**config.mk**
```make
export PLATFORM = sky130hd
export DESIGN_NAME = tetris_phase_ctrl
export DESIGN_NICKNAME = d
export VERILOG_FILES = /design/src/rtl/tetris_pkg.sv /design/src/rtl/tetris_phase_ctrl_drop_timer.sv /design/src/rtl/tetris_phase_ctrl.sv
export SDC_FILE = /design/constraint.sdc
export NUM_CORES = 1
export LEC_CHECK = 0
export BUFFER_PORTS_ARGS = -buffer_cell sky130_fd_sc_hd__buf_2
export CAP_MARGIN = 20
export CORE_AREA = 3 3 91 93
export CTS_CLUSTER_SIZE = 25
export DETAILED_ROUTE_END_ITERATION = 16
export DIE_AREA = 0 0 94 96
export GPL_ROUTABILITY_DRIVEN = 0
export PLACE_DENSITY_LB_ADDON = 0.2
export SYNTH_ARGS = -nofsm -noshare
export SYNTH_HDL_FRONTEND = slang
export SYNTH_SLANG_ARGS = --single-unit
```
**constraint.sdc**
```tcl
create_clock -name clk -period 4.25 [get_ports clk]
set_input_delay 0 -clock clk [delete_from_list [all_inputs] [get_ports clk]]
set_output_delay 0 -clock clk [all_outputs]
set_load 0.005 [all_outputs]
```
**src/rtl/tetris_pkg.sv**
```systemverilog
// tetris_pkg: types shared by the phase sequencer and the per-row blocks.
//  phase_t  : 3-bit phase code broadcast to every row
//  state_t  : sequencer state encoding
//  phase_of : phase code presented while the sequencer sits in a given state
package tetris_pkg;

   localparam int TETRIS_ROWS = 20;

   typedef enum logic [2:0] {
      PH_CHECK = 3'b000,
      PH_MOVE  = 3'b001,
      PH_WRITE = 3'b010,
      PH_SHIFT = 3'b011,
      PH_ADD   = 3'b100
   } phase_t;

   typedef enum logic [3:0] {
      ST_IDLE      = 4'd0,
      ST_ADD       = 4'd1,
      ST_SPAWN_CHK = 4'd2,
      ST_FALL      = 4'd3,
      ST_MOVE      = 4'd4,
      ST_WRITE     = 4'd5,
      ST_SCAN      = 4'd6,
      ST_SHIFT     = 4'd7,
      ST_SETTLE    = 4'd8,
      ST_OVER      = 4'd9
   } state_t;

   function automatic phase_t phase_of(input state_t st);
      phase_t ph;
      case (st)
         ST_ADD:   ph = PH_ADD;
         ST_MOVE:  ph = PH_MOVE;
         ST_WRITE: ph = PH_WRITE;
         ST_SHIFT: ph = PH_SHIFT;
         default:  ph = PH_CHECK;
      endcase
      return ph;
   endfunction

endpackage

```
**src/rtl/tetris_phase_ctrl_drop_timer.sv**
```systemverilog
// tetris_phase_ctrl_drop_timer: gravity pacing counter.
//  clk_i   : clock             rst_ni : async active-low reset
//  en_i    : count enable      clr_i  : synchronous clear to 0
//  fast_i  : select FAST_TICKS period instead of DROP_TICKS
//  term_o  : high for the single cycle in which the counter sits on (or past) the
//            last count of the selected period; the counter then returns to 0.
// Using >= for the terminal test lets a period shortening mid-count (soft drop
// rising late) terminate on the very next cycle.
module tetris_phase_ctrl_drop_timer
   import tetris_pkg::*;
#(
   parameter int DROP_TICKS = 25_000_000,
   parameter int FAST_TICKS = 2_500_000
) (
   input  logic clk_i,
   input  logic rst_ni,
   input  logic en_i,
   input  logic clr_i,
   input  logic fast_i,
   output logic term_o
);

   localparam int MAXT = (DROP_TICKS > FAST_TICKS) ? DROP_TICKS : FAST_TICKS;
   localparam int CW   = (MAXT > 2) ? $clog2(MAXT) : 1;
   localparam logic [CW-1:0] DROP_LAST = CW'(DROP_TICKS - 1);
   localparam logic [CW-1:0] FAST_LAST = CW'(FAST_TICKS - 1);

   logic [CW-1:0] cnt_q, cnt_d;
   logic [CW-1:0] last_s;

   // Period select, terminal detect and next count.
   always_comb begin
      if (fast_i) begin
         last_s = FAST_LAST;
      end else begin
         last_s = DROP_LAST;
      end
      term_o = en_i && (cnt_q >= last_s);
      if (clr_i) begin
         cnt_d = {CW{1'b0}};
      end else if (!en_i) begin
         cnt_d = cnt_q;
      end else if (term_o) begin
         cnt_d = {CW{1'b0}};
      end else begin
         cnt_d = cnt_q + CW'(1'b1);
      end
   end

   // Counter register.
   always_ff @(posedge clk_i or negedge rst_ni) begin
      if (!rst_ni) begin
         cnt_q <= {CW{1'b0}};
      end else begin
         cnt_q <= cnt_d;
      end
   end

endmodule

```
**src/rtl/tetris_phase_ctrl.sv**
```systemverilog
// tetris_phase_ctrl: game sequencer driving the phase code to all row blocks.
//  clk, reset (async active-low), start (level, IDLE only)
//  stop_any, endgame_any : OR-reduced row flags
//  row_full [ROWS]       : per-row full flags from the board
//  phase [3]             : registered phase code
//  clear_sel [ROWS]      : one-hot row to delete, only during the shift phase
//  lines [16]            : saturating count of rows cleared this game
//  game_over, busy       : registered status
// Optional feature macro TETRIS_SOFT_DROP_EN adds input soft_drop, which selects
// the FAST_TICKS gravity period while high.
module tetris_phase_ctrl
   import tetris_pkg::*;
#(
   parameter int ROWS       = TETRIS_ROWS,
   parameter int DROP_TICKS = 25_000_000,
   parameter int FAST_TICKS = 2_500_000
) (
   input  logic            clk,
   input  logic            reset,
   input  logic            start,
`ifdef TETRIS_SOFT_DROP_EN
   input  logic            soft_drop,
`endif
   input  logic            stop_any,
   input  logic            endgame_any,
   input  logic [ROWS-1:0] row_full,
   output logic [2:0]      phase,
   output logic [ROWS-1:0] clear_sel,
   output logic [15:0]     lines,
   output logic            game_over,
   output logic            busy
);

   localparam int SW = $clog2(ROWS + 1);
   localparam logic [SW-1:0]   SCAN_END = SW'(ROWS);
   localparam logic [ROWS-1:0] ROW_ONE  = ROWS'(1'b1);

   state_t          state_q, state_d;
   phase_t          phase_q, phase_d;
   logic [SW-1:0]   scan_q, scan_d;
   logic [15:0]     lines_q, lines_d;
   logic [ROWS-1:0] clear_sel_q, clear_sel_d;
   logic            game_over_q, game_over_d;
   logic            busy_q, busy_d;

   logic            fall_s;
   logic            fast_s;
   logic            drop_term_s;
   logic [ROWS-1:0] scan_onehot_s;
   logic            row_hit_s;

   assign fall_s = (state_q == ST_FALL);

`ifdef TETRIS_SOFT_DROP_EN
   assign fast_s = soft_drop;
`else
   assign fast_s = 1'b0;
`endif

   // Timer is held at 0 outside FALL so each FALL entry starts a full period.
   tetris_phase_ctrl_drop_timer #(
      .DROP_TICKS (DROP_TICKS),
      .FAST_TICKS (FAST_TICKS)
   ) u_drop_timer (
      .clk_i  (clk),
      .rst_ni (reset),
      .en_i   (fall_s),
      .clr_i  (!fall_s),
      .fast_i (fast_s),
      .term_o (drop_term_s)
   );

   // Shift-based select avoids indexing past the top row when scan_q == ROWS.
   assign scan_onehot_s = ROW_ONE << scan_q;
   assign row_hit_s     = |(row_full & scan_onehot_s);

   // Next-state logic; outputs are derived from the next state so they register with it.
   always_comb begin
      state_d = state_q;
      scan_d  = scan_q;
      lines_d = lines_q;
      case (state_q)
         ST_IDLE: begin
            if (start) begin
               state_d = ST_ADD;
            end else begin
               state_d = ST_IDLE;
            end
         end
         ST_ADD: begin
            state_d = ST_SPAWN_CHK;
         end
         ST_SPAWN_CHK: begin
            // Collision on spawn ends the game even if stop_any is also high.
            if (endgame_any) begin
               state_d = ST_OVER;
            end else begin
               state_d = ST_FALL;
            end
         end
         ST_FALL: begin
            if (drop_term_s && stop_any) begin
               state_d = ST_WRITE;
            end else if (drop_term_s) begin
               state_d = ST_MOVE;
            end else begin
               state_d = ST_FALL;
            end
         end
         ST_MOVE: begin
            state_d = ST_FALL;
         end
         ST_WRITE: begin
            state_d = ST_SCAN;
            scan_d  = {SW{1'b0}};
         end
         ST_SCAN: begin
            if (scan_q == SCAN_END) begin
               state_d = ST_ADD;
            end else if (row_hit_s) begin
               state_d = ST_SHIFT;
            end else begin
               scan_d = scan_q + SW'(1'b1);
            end
         end
         ST_SHIFT: begin
            state_d = ST_SETTLE;
            if (lines_q != 16'hFFFF) begin
               lines_d = lines_q + 16'd1;
            end else begin
               lines_d = lines_q;
            end
         end
         ST_SETTLE: begin
            // Same index again: the rows above have dropped into this slot.
            state_d = ST_SCAN;
         end
         ST_OVER: begin
            state_d = ST_OVER;
         end
         default: begin
            state_d = ST_IDLE;
         end
      endcase

      phase_d     = phase_of(state_d);
      game_over_d = (state_d == ST_OVER);
      busy_d      = (state_d != ST_IDLE) && (state_d != ST_OVER);
      if (state_d == ST_SHIFT) begin
         clear_sel_d = scan_onehot_s;
      end else begin
         clear_sel_d = {ROWS{1'b0}};
      end
   end

   // State and registered outputs.
   always_ff @(posedge clk or negedge reset) begin
      if (!reset) begin
         state_q     <= ST_IDLE;
         phase_q     <= PH_CHECK;
         scan_q      <= {SW{1'b0}};
         lines_q     <= 16'd0;
         clear_sel_q <= {ROWS{1'b0}};
         game_over_q <= 1'b0;
         busy_q      <= 1'b0;
      end else begin
         state_q     <= state_d;
         phase_q     <= phase_d;
         scan_q      <= scan_d;
         lines_q     <= lines_d;
         clear_sel_q <= clear_sel_d;
         game_over_q <= game_over_d;
         busy_q      <= busy_d;
      end
   end

   assign phase     = phase_q;
   assign clear_sel = clear_sel_q;
   assign lines     = lines_q;
   assign game_over = game_over_q;
   assign busy      = busy_q;

endmodule
```
==> flow_metrics.env <==
export IMPL_grt_first_pass_wirelength_um=12570
export IMPL_place_area_sq_um=4093
export IMPL_n_antenna_cell=0
export IMPL_die_h_um=96
export IMPL_place_ws_ps=1760
export IMPL_syn_area_sq_um=3732
export IMPL_use_met3_pct=3.675
export IMPL_die_area_sq_um=9024
export IMPL_finalHoldViolations=0
export IMPL_period_needed_ps=2532
export IMPL_synthFlopType="dfrtp_1"
export IMPL_slew_headroom_pct=39.72
export IMPL_avgRoutedWirePerCell_um=13.66
export IMPL_final_period_utilization_pct=59.58
export IMPL_drt_pass1_iterations=4
export IMPL_grt_pass1_vias=2753
export IMPL_synth_async_reset_ratio_pct=100.0
export IMPL_finalMaxSlewViolations=0
export IMPL_fp_row_count=32
export IMPL_clk_latency_ps=350
export IMPL_fmax_mhz=394.9
export IMPL_clk_path_buf_depth=2
export IMPL_numCtsBuffers=9
export IMPL_seq_area_sq_um=1877
export IMPL_status="finished, final reports clean"
export IMPL_cpPeakStageDelay_ps=850
export IMPL_skew_ps=10.19
export IMPL_cpMaxStageDelayCell="dfrtp_1"
export IMPL_grt_use_met2_pct=28.33
export IMPL_port_buffers=65
export IMPL_h_tree_depth=3
export IMPL_yosys_area_top_type_share_pct=50.28
export IMPL_ant_nets=0
export IMPL_grt_busiest_layer="met2"
export IMPL_syn_to_final_growth_pct=15.22
export IMPL_post_cts_resized=0
export IMPL_power_mw=1.834
export IMPL_rsz0062_at_grt="no"
export IMPL_synth_distinct_cells=61
export IMPL_syn_num_nets=406
export IMPL_multi_input_area_sq_um=1703
export IMPL_antenna_found_initial=0
export IMPL_hold_ws_ps=320.7
export IMPL_dpl_hpwl_um=5335
export IMPL_synth_edf_count=0
export IMPL_arrival_ps=2730
export IMPL_globalRouteOverflowTotal=0
export IMPL_cp_start_kind="register"
export IMPL_clock_sinks=75
export IMPL_ys_top_cells_by_area="dfrtp_1 50%, nor2_1 5.9%, xnor2_1 5.2%"
export IMPL_peakVddDrop_mv=0.1921
export IMPL_end_kind="register"
export IMPL_ioPinCount=66
export IMPL_first_iter_violations=122
export IMPL_viasPerCell=5.212
export IMPL_worst_slew_pin_slew_ps=904.1
export IMPL_grtUsageTotal_pct=17.72
export IMPL_routed_wl_um=7488
export IMPL_crit_fanout=24
export IMPL_start_util_pct=49.06
export IMPL_coreArea_sq_um=7607
export IMPL_max_cap_viol_count=0
export IMPL_avgSynthCellArea_sq_um=10.01
export IMPL_synth_area_leader_cell="dfrtp_1"
export IMPL_finalSetupViolCount=0
export IMPL_yosysWarnings=0
export IMPL_path_cells="mux2i_1 -> o32ai_1 -> nor4b_2 -> o211ai_2 -> o22ai_1 -> a31oi_1"
export IMPL_path_clk_slew_ps=80
export IMPL_ys_ff_latch=75
export IMPL_fin_nets=474
export IMPL_fillers=704
export IMPL_cp_top_family="compound AO/OA/AOI/OAI gates"
export IMPL_design_area_sq_um=4300
export IMPL_crit_buf_inv=0
export IMPL_grt_max_degree=44
export IMPL_root_buffer="clkbuf_8"
export IMPL_gr_usage_met1_pct=23.48
export IMPL_path_class="reg2reg"
export IMPL_p_per_area_nw_per_um2=426.4
export IMPL_drive_above_1_share_pct=22.65
export IMPL_crit_required_ps=4450
export IMPL_ys_seq_area_share_pct=50.28
export IMPL_postSynthCellCount=373
export IMPL_tns_ps=0
export IMPL_cts_tree="yes"
export IMPL_drcViolationCount=0
export IMPL_fin_ws_ps=1718
export IMPL_min_path_type="in2async"
export IMPL_p_leak_nw=1.997
export IMPL_dieWidth_um=94
export IMPL_num_vias=2856
==> report_power, final <==
group	leakage, nW	total [mW]	switching (mW)	internal (mW)
Combinational	0.872	0.462	0.288	0.174
Clock	0.0924	0.495	0.267	0.228
Sequential	1.03	0.877	0.107	0.770
Total	2.00	1.83	0.662	1.17
==> worst register-to-register path, stage by stage, from the launching register on <==
cell      delay (ps)
dfrtp_1          850
mux2i_1          260
o32ai_1          120
nor4b_2          360
o211ai_2         240
o22ai_1          410
a31oi_1          160
==> timing repair <==
action	in CTS	in global routing
setup endpoints to repair	0	0
hold endpoints to repair	44	0
hold buffers	3	0
setup buffers	0	0
==> Yosys cell counts (2+ instances only) <==
library cell  number
and3_1             4
buf_6              2
and4_1             3
ha_1               8
and2_1             2
clkbuf_8           3
nand2b_1           6
nand2_1           30
nor3_1            20
nor4_1             2
xor2_1            15
inv_1             13
a22oi_1            4
o21ai_0            5
a31oi_1            3
or2_1              2
o32ai_1            3
mux2i_1            6
or3b_2             2
nor2_1            59
xnor2_1           22
o22ai_1            3
o31ai_1            2
nand4_1           12
nand3_1           19
nor2b_1            2
or2_2              2
a21oi_1            8
buf_2              4
o211ai_2           2
dfrtp_1           75
==> placed cells by master (no fill, tap or decap), types with 2 or more instances in the layout <==
cell / n
nor2_1: 59
and3_1: 4
o32ai_1: 3
clkinv_2: 3
o31ai_1: 2
or2_1: 2
nand2_1: 30
a22oi_1: 4
o211ai_2: 2
o21ai_0: 5
and2_1: 2
or2_2: 2
clkbuf_8: 10
o22ai_1: 3
mux2i_1: 6
a21oi_1: 8
nor3_1: 20
ha_1: 8
and4_1: 3
nor2b_1: 2
nand3_1: 19
dlygate4sd3_1: 3
xnor2_1: 22
or3b_2: 2
buf_2: 65
nand2b_1: 6
xor2_1: 15
nand4_1: 12
a31oi_1: 3
dfrtp_1: 75
nor4_1: 2
inv_1: 13
==> through the flow <==
| step | cells | utilization [%] |
|---|---|---|
| 3_3_place_gp | 529 | 53.80 |
| 2_1_floorplan | 373 | - |
| 5_1_grt | 548 | 56.53 |
| 6_report | 548 | 56.53 |
| 3_5_place_dp | 529 | 53.80 |
| 4_1_cts | 548 | 56.53 |
==> area by class of cell <==
type,count,area share (%)
Sequential cell,75,43.64
Inverter,14,1.222
Tap cell,102,2.968
Clock inverter,6,0.9310
Multi-Input combinational cell,272,39.60
Timing Repair Buffer,69,8.438
Clock buffer,10,3.200
==> registers in the layout, indices dropped and copies added (netlist names) <==
name and flops:
u_drop_timer.cnt_q 25, clear_sel 20, lines 16, scan_q 5, state_q 4, phase 3
busy 1, game_over 1
==> routing by layer <==
layer | wire [um] | share of wire, %
met5 | 0 | 0
met3 | 349 | 4.7
met1 | 3513 | 47
met2 | 3526 | 47
met4 | 98 | 1.3
==> worst paths after layout <==
kind | depth (start not counted) | end | slack, ps | start
min reg2reg | 1 | lines[15] | 490 | lines[15]
max | 6 | phase[1] | 1720 | scan_q[3]
max reg2reg | 6 | phase[1] | 1720 | scan_q[3]
max in group asynchronous | 3 | u_drop_timer.cnt_q[16] | 2960 | reset
min in group clk | 7 | scan_q[4] | 390 | row_full[3]
min | 2 | clear_sel[1] | 320 | reset
==> logic make-up after synthesis <==
kind of cell / count (synthesis) / share of synthesized area [%]
buf+inv: 26 / 4.090
fa+ha+maj: 8 / 2.682
flops: 75 / 50.28
compound gates: 42 / 8.247
simple gates: 178 / 24.10
xor+xnor: 37 / 8.683
mux: 7 / 1.911
Power figures use the tool's default switching activity.
